[src/rtl/generic_staging_pkg.sv]
// Shared helpers for the staged valid/ready receive path.
package generic_staging_pkg;

   function automatic int staging_skid(input int stage_depth,
                                       input int rdy_depth);
      return stage_depth + rdy_depth + 1;
   endfunction

   function automatic int ptr_wrap(input int ptr, input int depth);
      return (ptr >= depth - 1) ? 0 : ptr + 1;
   endfunction

endpackage

[src/rtl/generic_sync_fifo_core.sv]
// Circular-buffer FIFO core: storage, pointers, occupancy.
module generic_sync_fifo_core
   import generic_staging_pkg::*;
#(
   parameter  int WIDTH = 8,
   parameter  int DEPTH = 16,
   localparam int AW    = (DEPTH > 1) ? $clog2(DEPTH) : 1,
   localparam int CW    = $clog2(DEPTH + 1)
) (
   input  logic             clk,
   input  logic             rst,
   input  logic             i_push,
   input  logic             i_pop,
   input  logic [WIDTH-1:0] i_wdata,
   output logic [WIDTH-1:0] o_rdata,
   output logic [CW-1:0]    o_count,
   output logic [CW-1:0]    o_count_next,
   output logic             o_empty,
   output logic             o_wr_ok
);

   logic [WIDTH-1:0] r_mem [DEPTH];
   logic [AW-1:0]    r_wr_ptr;
   logic [AW-1:0]    r_rd_ptr;
   logic [CW-1:0]    r_count;
   logic             w_full;
   logic             w_empty;
   logic             w_rd;
   logic             w_wr;
   logic [CW-1:0]    w_count_next;

   assign w_full  = (r_count == CW'(DEPTH));
   assign w_empty = (r_count == '0);
   assign w_rd    = i_pop & ~w_empty;
   // A full FIFO still takes a beat when the head leaves the same cycle
   assign w_wr    = i_push & (~w_full | w_rd);

   assign w_count_next = r_count + CW'(w_wr) - CW'(w_rd);

   always_ff @(posedge clk or posedge rst) begin
      if (rst) begin
         r_wr_ptr <= '0;
         r_rd_ptr <= '0;
         r_count  <= '0;
      end else begin
         if (w_wr)
            r_wr_ptr <= AW'(ptr_wrap(int'(r_wr_ptr), DEPTH));
         if (w_rd)
            r_rd_ptr <= AW'(ptr_wrap(int'(r_rd_ptr), DEPTH));
         r_count <= w_count_next;
      end
   end

   always_ff @(posedge clk) begin
      if (w_wr)
         r_mem[r_wr_ptr] <= i_wdata;
   end

   assign o_rdata      = r_mem[r_rd_ptr];
   assign o_count      = r_count;
   assign o_count_next = w_count_next;
   assign o_empty      = w_empty;
   assign o_wr_ok      = w_wr;

endmodule

[src/rtl/generic_staging_rx_buffer.sv]
// Receive terminator for a staged valid/data link: skid FIFO,
// registered up_rdy threshold and sticky overflow flag.
module generic_staging_rx_buffer
   import generic_staging_pkg::*;
#(
   parameter  int WIDTH       = 8,
   parameter  int STAGE_DEPTH = 2,
   parameter  int RDY_DEPTH   = 2,
   parameter  int FIFO_DEPTH  = 16,
   localparam int SKID        = staging_skid(STAGE_DEPTH, RDY_DEPTH),
   localparam int CW          = $clog2(FIFO_DEPTH + 1)
) (
   input  logic             clk,
   input  logic             rst,
   input  logic             in_vld,
   input  logic [WIDTH-1:0] in_data,
   output logic             up_rdy,
   output logic             out_vld,
   output logic [WIDTH-1:0] out_data,
   input  logic             out_rdy,
   output logic [CW-1:0]    count,
   output logic             overflow
);

   if (FIFO_DEPTH <= SKID) begin : g_depth_chk
      $fatal(1, "generic_staging_rx_buffer: FIFO_DEPTH must exceed SKID");
   end

   logic          r_up_rdy;
   logic          r_overflow;
   logic          w_empty;
   logic          w_wr_ok;
   logic [CW-1:0] w_count_next;

   generic_sync_fifo_core #(
      .WIDTH (WIDTH),
      .DEPTH (FIFO_DEPTH)
   ) u_core (
      .clk          (clk),
      .rst          (rst),
      .i_push       (in_vld),
      .i_pop        (out_rdy),
      .i_wdata      (in_data),
      .o_rdata      (out_data),
      .o_count      (count),
      .o_count_next (w_count_next),
      .o_empty      (w_empty),
      .o_wr_ok      (w_wr_ok)
   );

   // Keep room for every beat that can still be in flight once ready drops
   always_ff @(posedge clk or posedge rst) begin
      if (rst) begin
         r_up_rdy   <= 1'b0;
         r_overflow <= 1'b0;
      end else begin
         r_up_rdy   <= (FIFO_DEPTH - int'(w_count_next)) > SKID;
         r_overflow <= r_overflow | (in_vld & ~w_wr_ok);
      end
   end

   assign up_rdy   = r_up_rdy;
   assign out_vld  = ~w_empty;
   assign overflow = r_overflow;

endmodule

[config.mk]
export PLATFORM = sky130hd
export DESIGN_NAME = generic_staging_rx_buffer
export DESIGN_NICKNAME = d
export VERILOG_FILES = /design/src/rtl/generic_staging_pkg.sv /design/src/rtl/generic_sync_fifo_core.sv /design/src/rtl/generic_staging_rx_buffer.sv
export SDC_FILE = /design/constraint.sdc
export NUM_CORES = 1
export LEC_CHECK = 0
export ABC_AREA = 1
export ABC_CLOCK_PERIOD_IN_PS = 2400
export CAP_MARGIN = 15
export CORE_MARGIN = 2
export CORE_UTILIZATION = 30
export CTS_CLUSTER_DIAMETER = 30
export DETAILED_ROUTE_END_ITERATION = 10
export PLACE_DENSITY = 0.57
export SKIP_CTS_REPAIR_TIMING = 1
export SLEW_MARGIN = 30
export SYNTH_ARGS = -nofsm -noshare
export SYNTH_HDL_FRONTEND = slang
export SYNTH_SLANG_ARGS = --single-unit
[constraint.sdc]
create_clock -name clk -period 2.4 [get_ports clk]
set_input_delay 0.48 -clock clk [delete_from_list [all_inputs] [get_ports clk]]
set_output_delay 0.48 -clock clk [all_outputs]
set_load 0.01 [all_outputs]
# After elaboration in Yosys (flattened, before gate mapping)
# Memory sizes are Yosys's and may differ from the RTL's.
# Index checks and enable logic that the tools add are counted.
# Widths: inputs -> output; s select.
word_totals:
  memories: 1
  out_inout_bits: 16
  ramBits: 128
  reg_bits: 15
  elab_cells: 28
  latchBits: 0
  rom_bits: 0
  in_bits: 12
op_classes:
  n_shift: 0
  magnitude_cmp: 3
  n_bitwise: 8
  eq_ne: 1
  n_div: 0
  mux: 4
  add_sub_neg: 5
  n_mul: 0
  reduce_logical: 1
mem_list:
  columns: ["memory", "words", "word_bits", "read_ports", "rd_ports_with_merged_regs", "write_ports", "line", "text"]
  rows:
  - ["u_core.r_mem", 16, 8, 1, 0, 1, "generic_sync_fifo_core.sv:22", "logic [WIDTH-1:0] r_mem [DEPTH];"]
ops:
  columns: ["cell", "n"]
  rows:
  - ["$add 4x1->4 const B", 2]
  - ["$ge 4x4->1 const B", 2]
  - ["$mux 4", 2]
  - ["$gt 6x4->1 const B", 1]
  - ["$sub 5x5->6 const A", 1]
  - ["$add 5x1->5", 1]
  - ["$eq 5x5->1 const B", 1]
  - ["$logic_not 5->1", 1]
  - ["$sub 5x1->5", 1]
  - ["$and 1x1->1", 3]
  - ["$not 1->1", 3]
  - ["$mux 1", 2]
  - ["$or 1x1->1", 2]

# Logic depth before layout (Yosys ltp)
depth:
  word_depth: 9
  mapped_depth: 16

# Modules after synthesis
# From an unflattened synthesis, not the netlist that was laid out.
unflattened:
  hier_cells: 672
  hier_area_um2: 6541.3
modules_own_cells:
  columns: ["module", "cells_each", "area_each_um2", "n_inst", "seq_area_each_um2"]
  rows:
  - ["generic_sync_fifo_core", 662, 6452.4, 1, 4169.0]
  - ["generic_staging_rx_buffer", 10, 88.8, 1, 50.0]

# Worst setup path before layout
# OpenSTA, ideal clock, no wires.
synth_path:
  path_kind: "register to register"
  start: "reg u_core.r_count[3] (netlist: u_core.o_count[3])"
  end: "reg r_up_rdy (netlist: up_rdy)"
  arrival_ns: 2.356
  setup_time_ns: 0.113
  path_stages_with_launch: 16
  n_path_buf: 0
  slack_ns: -0.068
  path_cell_list: "dfrtp_1 -> inv_1 -> ha_1 -> nand3_1 -> nand2_1 -> clkinv_1 -> ha_1 -> inv_1 -> ha_1 -> inv_1 -> fa_1 -> nand3b_1 -> nand3_1 -> nand2_1 -> nand2_1 -> inv_1"
synth_via:
  elab_chain_cells: 9
synth_rtl:
  columns: ["item", "line", "text"]
  rows:
  - ["start, declared", "generic_sync_fifo_core.sv:25", "logic [CW-1:0] r_count;"]
  - ["start signal, assigned", "generic_sync_fifo_core.sv:50", "r_count <= w_count_next;"]
  - ["$logic_not 5->1 *", "generic_sync_fifo_core.sv:33", "assign w_empty = (r_count == '0);"]
  - ["$not 1->1 *", null, null]
  - ["net out_vld", "generic_staging_rx_buffer.sv:18", "output logic out_vld,"]
  - ["$and 1x1->1 *", "generic_sync_fifo_core.sv:34", "assign w_rd = i_pop & ~w_empty;"]
  - ["net u_core.w_rd", "generic_sync_fifo_core.sv:28", "logic w_rd;"]
  - ["$or 1x1->1", "generic_sync_fifo_core.sv:36", "assign w_wr = i_push & (~w_full | w_rd);"]
  - ["$and 1x1->1", "generic_sync_fifo_core.sv:36", null]
  - ["$add 5x1->5", "generic_sync_fifo_core.sv:38", "assign w_count_next = r_count + CW'(w_wr) - CW'(w_rd);"]
  - ["$sub 5x1->5 *", "generic_sync_fifo_core.sv:38", null]
  - ["$sub 5x5->6 *", "generic_staging_rx_buffer.sv:57", "r_up_rdy <= (FIFO_DEPTH - int'(w_count_next)) > SKID;"]
  - ["$gt 6x4->1 *", "generic_staging_rx_buffer.sv:57", null]
  - ["end signal, assigned", "generic_staging_rx_buffer.sv:57", null]
  - ["end, declared", "generic_staging_rx_buffer.sv:29", "logic r_up_rdy;"]
# Mark *: on every way through the listed nets, which the timed path passes. The rest lies on a longest branch.
# A chain may end at the register's enable or synchronous reset.

# Worst setup path after layout
layout_path:
  start: "reg u_core.r_rd_ptr[0]"
  end: "out out_data[7]"
layout_via:
  elab_chain_cells: 1
layout_rtl:
  columns: ["item", "line", "text"]
  rows:
  - ["start, declared", "generic_sync_fifo_core.sv:24", "logic [AW-1:0] r_rd_ptr;"]
  - ["start signal, assigned", "generic_sync_fifo_core.sv:49", "r_rd_ptr <= AW'(ptr_wrap(int'(r_rd_ptr), DEPTH));"]
  - ["$mem_v2 16x8", null, null]
  - ["end, declared", "generic_staging_rx_buffer.sv:19", "output logic [WIDTH-1:0] out_data,"]
# Every way passes these cells.

==> flow_summary.toml <==
[worst_setup_path]
crit_type = "register to primary output"
critPathSlowestCell = "dfrtp_2"
r2r-end = "up_rdy"
r2r_slack_ns = 0.17
r2r_cells = 15
r2r-start = "u_core.o_count[3]"
crit_path_max_incr_delay_ns = 0.44
crit_family = "simple AND/OR/NAND/NOR gates"
worstSetupStartpointType = "register"
worstPathMaxFanout = 18
crit_chain = "buf_4 > buf_12 > or2_2 > nand3_2 > nand3_2 > nand3_2 > nand2_2 > buf_6"
worst_path_most_repeated_cell = "nand3_2"
worstPathArrival_ns = 1.89
endpoint_kind = "primary output"
required_ns = 1.92
cp_num_buf_inv = 3

[place]
post-place-cells = 959
place.gp.congestion = 0.786
dp.final_hpwl_mm = 9.29
place_ws_ns = -0.141
io_buffers = 27
placed_area_um2 = 7350

[grt]
grt_max_degree = 37
gr-usage-all-layers_pct = 13.4
grt_pass1_wl_mm = 22.7
overflow = 0
first_global_vias = 4281
antenna_found_initial = 0

[route]
viasPerCell = 4.50
dr.pass1.iters = 5
routed_wirelength_mm = 14.8
drt_iter0_drc = 259
vias = 4486
ant_nets = 0
wl_per_cell_um = 14.8
route.detailed.drc = 0

[timing]
fin_skew_ns = 0.00914
tightest_slew_ns = 0.707
final.min_clock_period_ns = 2.37
period_share_pct = 98.8
fin_ws_ns = 0.0284
slew_headroom_pct = 52.7
hold_viol_final = 0
fmax_mhz = 422
rsz0062_at_grt = "yes"
slew_viol_final = 0
final-setup-viol-count = 0

[pwr]
p_leak_nw = 3.48
pwr-share-seq_pct = 34.1
power.density_nw_per_um2 = 1160
pwr-share-comb_pct = 39.9
p_int_w = 0.00604
vdd_drop_max_uv = 663
switchingPower_w = 0.00332
switching_share_pct = 35.5
power_frac_clock_pct = 26.0

[finish]
final_util_pct = 38.0
multi_input_area_um2 = 1750
ff_latch_area_um2 = 4220
fillers = 2095
layout-drive-gt1-share_pct = 15.8
layout.nets = 733
antenna-diode-count = 0
area_growth_syn_to_layout_pct = 23.5
stdcell_count = 996
fin_area_um2 = 8060

[logic_synthesis]
synth_top_family_by_area = "simple AND/OR/NAND/NOR gates"
syn-cell-area_um2 = 6530
yosys_warnings = 0
synth-compound-area-share_pct = 0.805
synthSimpleGateAreaFrac_pct = 21.3
synthDistinctLibCells = 25
async_flop_share_pct = 10.5
synthTopCellsByCount = "nand2_1, inv_1, edfxtp_1, nand3_1, buf_2"
synth_ff_type = "edfxtp_1"
syn_avg_cell_area_um2 = 10.1
synth_xor_area_share_pct = 0.268
post-synth-top-area-cell = "edfxtp_1"
yosys-top-cells-area = "edfxtp_1, nand3_1, nand2_1"
synthAdderAreaFrac_pct = 2.41
synthMuxAreaShare_pct = 0
syn_inst = 645
synth_top_area_share_pct = 58.9
synth_nets = 669
yosysSeqAreaShare_pct = 64.6
synth_most_common_cell = "nand2_1"
synth_enable_flop_cells = 128
ys_seq_elements = 143

[run]
drv_cap = 0

[clock_network]
clock_path_buffers = 2
clock-root-buffer = "clkbuf_16"
worstSkewPairLatency_ns = 0.42
cts_tree = "built"
clock-sinks = 143
cts-buffers-inserted = 17
clkTransAtPathRegs_ns = 0.05
cts_max_level = 4

[floorplan]
chipHeight_um = 152
io_pins = 28
rows = 53
core_um2 = 21200
dieArea_um2 = 23000
die_w_um = 152
start_util_pct = 30.8

[outcome]
status = "completed"

[min_path]
holdCritPathClass = "primary input to asynchronous set/reset pin"
## placed cells by master (no fill, tap or decap), types with 2 or more instances in the layout
master / n
a21oi_1: 2
buf_12: 6
buf_4: 36
buf_6: 4
bufinv_16: 2
clkbuf_1: 4
clkbuf_16: 18
clkbuf_2: 5
clkdlybuf4s50_1: 19
clkinv_1: 5
clkinv_2: 6
dfrtp_1: 14
edfxtp_1: 128
ha_1: 8
ha_4: 2
inv_1: 133
inv_2: 5
nand2_1: 137
nand2_2: 7
nand3_1: 112
nand3_2: 16
nand4_1: 2
nor2_1: 4
nor3_1: 13
o21ai_0: 7
or2_0: 13
or2_2: 2
xor2_1: 2
## layer usage
layer	GRT usage [%]	wire [um]	share of wire, %	vias up
met2	21.3	7030	48	100
met5	0	0	0	-
met3	3.56	860	5.8	14
li1	-	-	-	2206
met1	17.5	6700	45	2166
met4	4.86	163	1.1	0
## power groups by stage
| stage | Clock (W) | Sequential [W] | Combinational, W |
|---|---|---|---|
| after CTS | 0.00248 | 0.00319 | 0.00351 |
| final | 0.00244 | 0.00319 | 0.00374 |
| after floorplan | 0 | 0.00323 | 0.00207 |
| after detailed placement | 0 | 0.00324 | 0.00349 |
| after global placement | 0 | 0.00323 | 0.00346 |
| after global routing | 0.00259 | 0.00322 | 0.00416 |
## state kept, by name, summed over array words and instances (netlist names)
name             count
overflow             1
u_core.o_count       5
u_core.r_mem       128
u_core.r_rd_ptr      4
u_core.r_wr_ptr      4
up_rdy               1
## worst max path at each step
stage | start | endpoint | slack (ns) | cells after the start
floorplan | u_core.o_count[3] | up_rdy | 0.00004 | 15
global placement | out_rdy | up_rdy | -0.11 | 13
detailed placement | out_rdy | up_rdy | -0.14 | 13
CTS | u_core.r_rd_ptr[0] | out_data[3] | -0.36 | 8
global route | u_core.r_rd_ptr[0] | out_data[7] | -0.03 | 8
finish | u_core.r_rd_ptr[0] | out_data[7] | 0.03 | 8
## logic make-up after synthesis
| kind of cell | after synthesis |
|---|---|
| XOR/XNOR | 2 |
| flip-flops | 143 |
| buffers and inverters | 168 |
| AO/OA/AOI/OAI | 10 |
| AND/OR/NAND/NOR | 310 |
| adder cells (fa/ha/maj) | 12 |
## through the flow
step                      power, W  TNS [ns]  hold slack [ns]
after global placement     0.00669    -0.186            0.466
after CTS                  0.00918     -2.48            0.478
after detailed placement   0.00673    -0.263            0.466
final                      0.00936         0            0.461
after global routing       0.00996   -0.0653            0.514
after floorplan            0.00531         0            0.381
## layout make-up
| cell class | instances | area share (%) |
|---|---|---|
| multi-input combinational | 334 | 21.7 |
| clock inverter | 10 | 1.19 |
| clock buffer | 21 | 5.46 |
| sequential | 143 | 52.3 |
| timing repair buffer | 71 | 8.38 |
| tap | 275 | 4.27 |
| inverter | 142 | 6.67 |
Note: power is estimated with default switching activity, not from simulation.
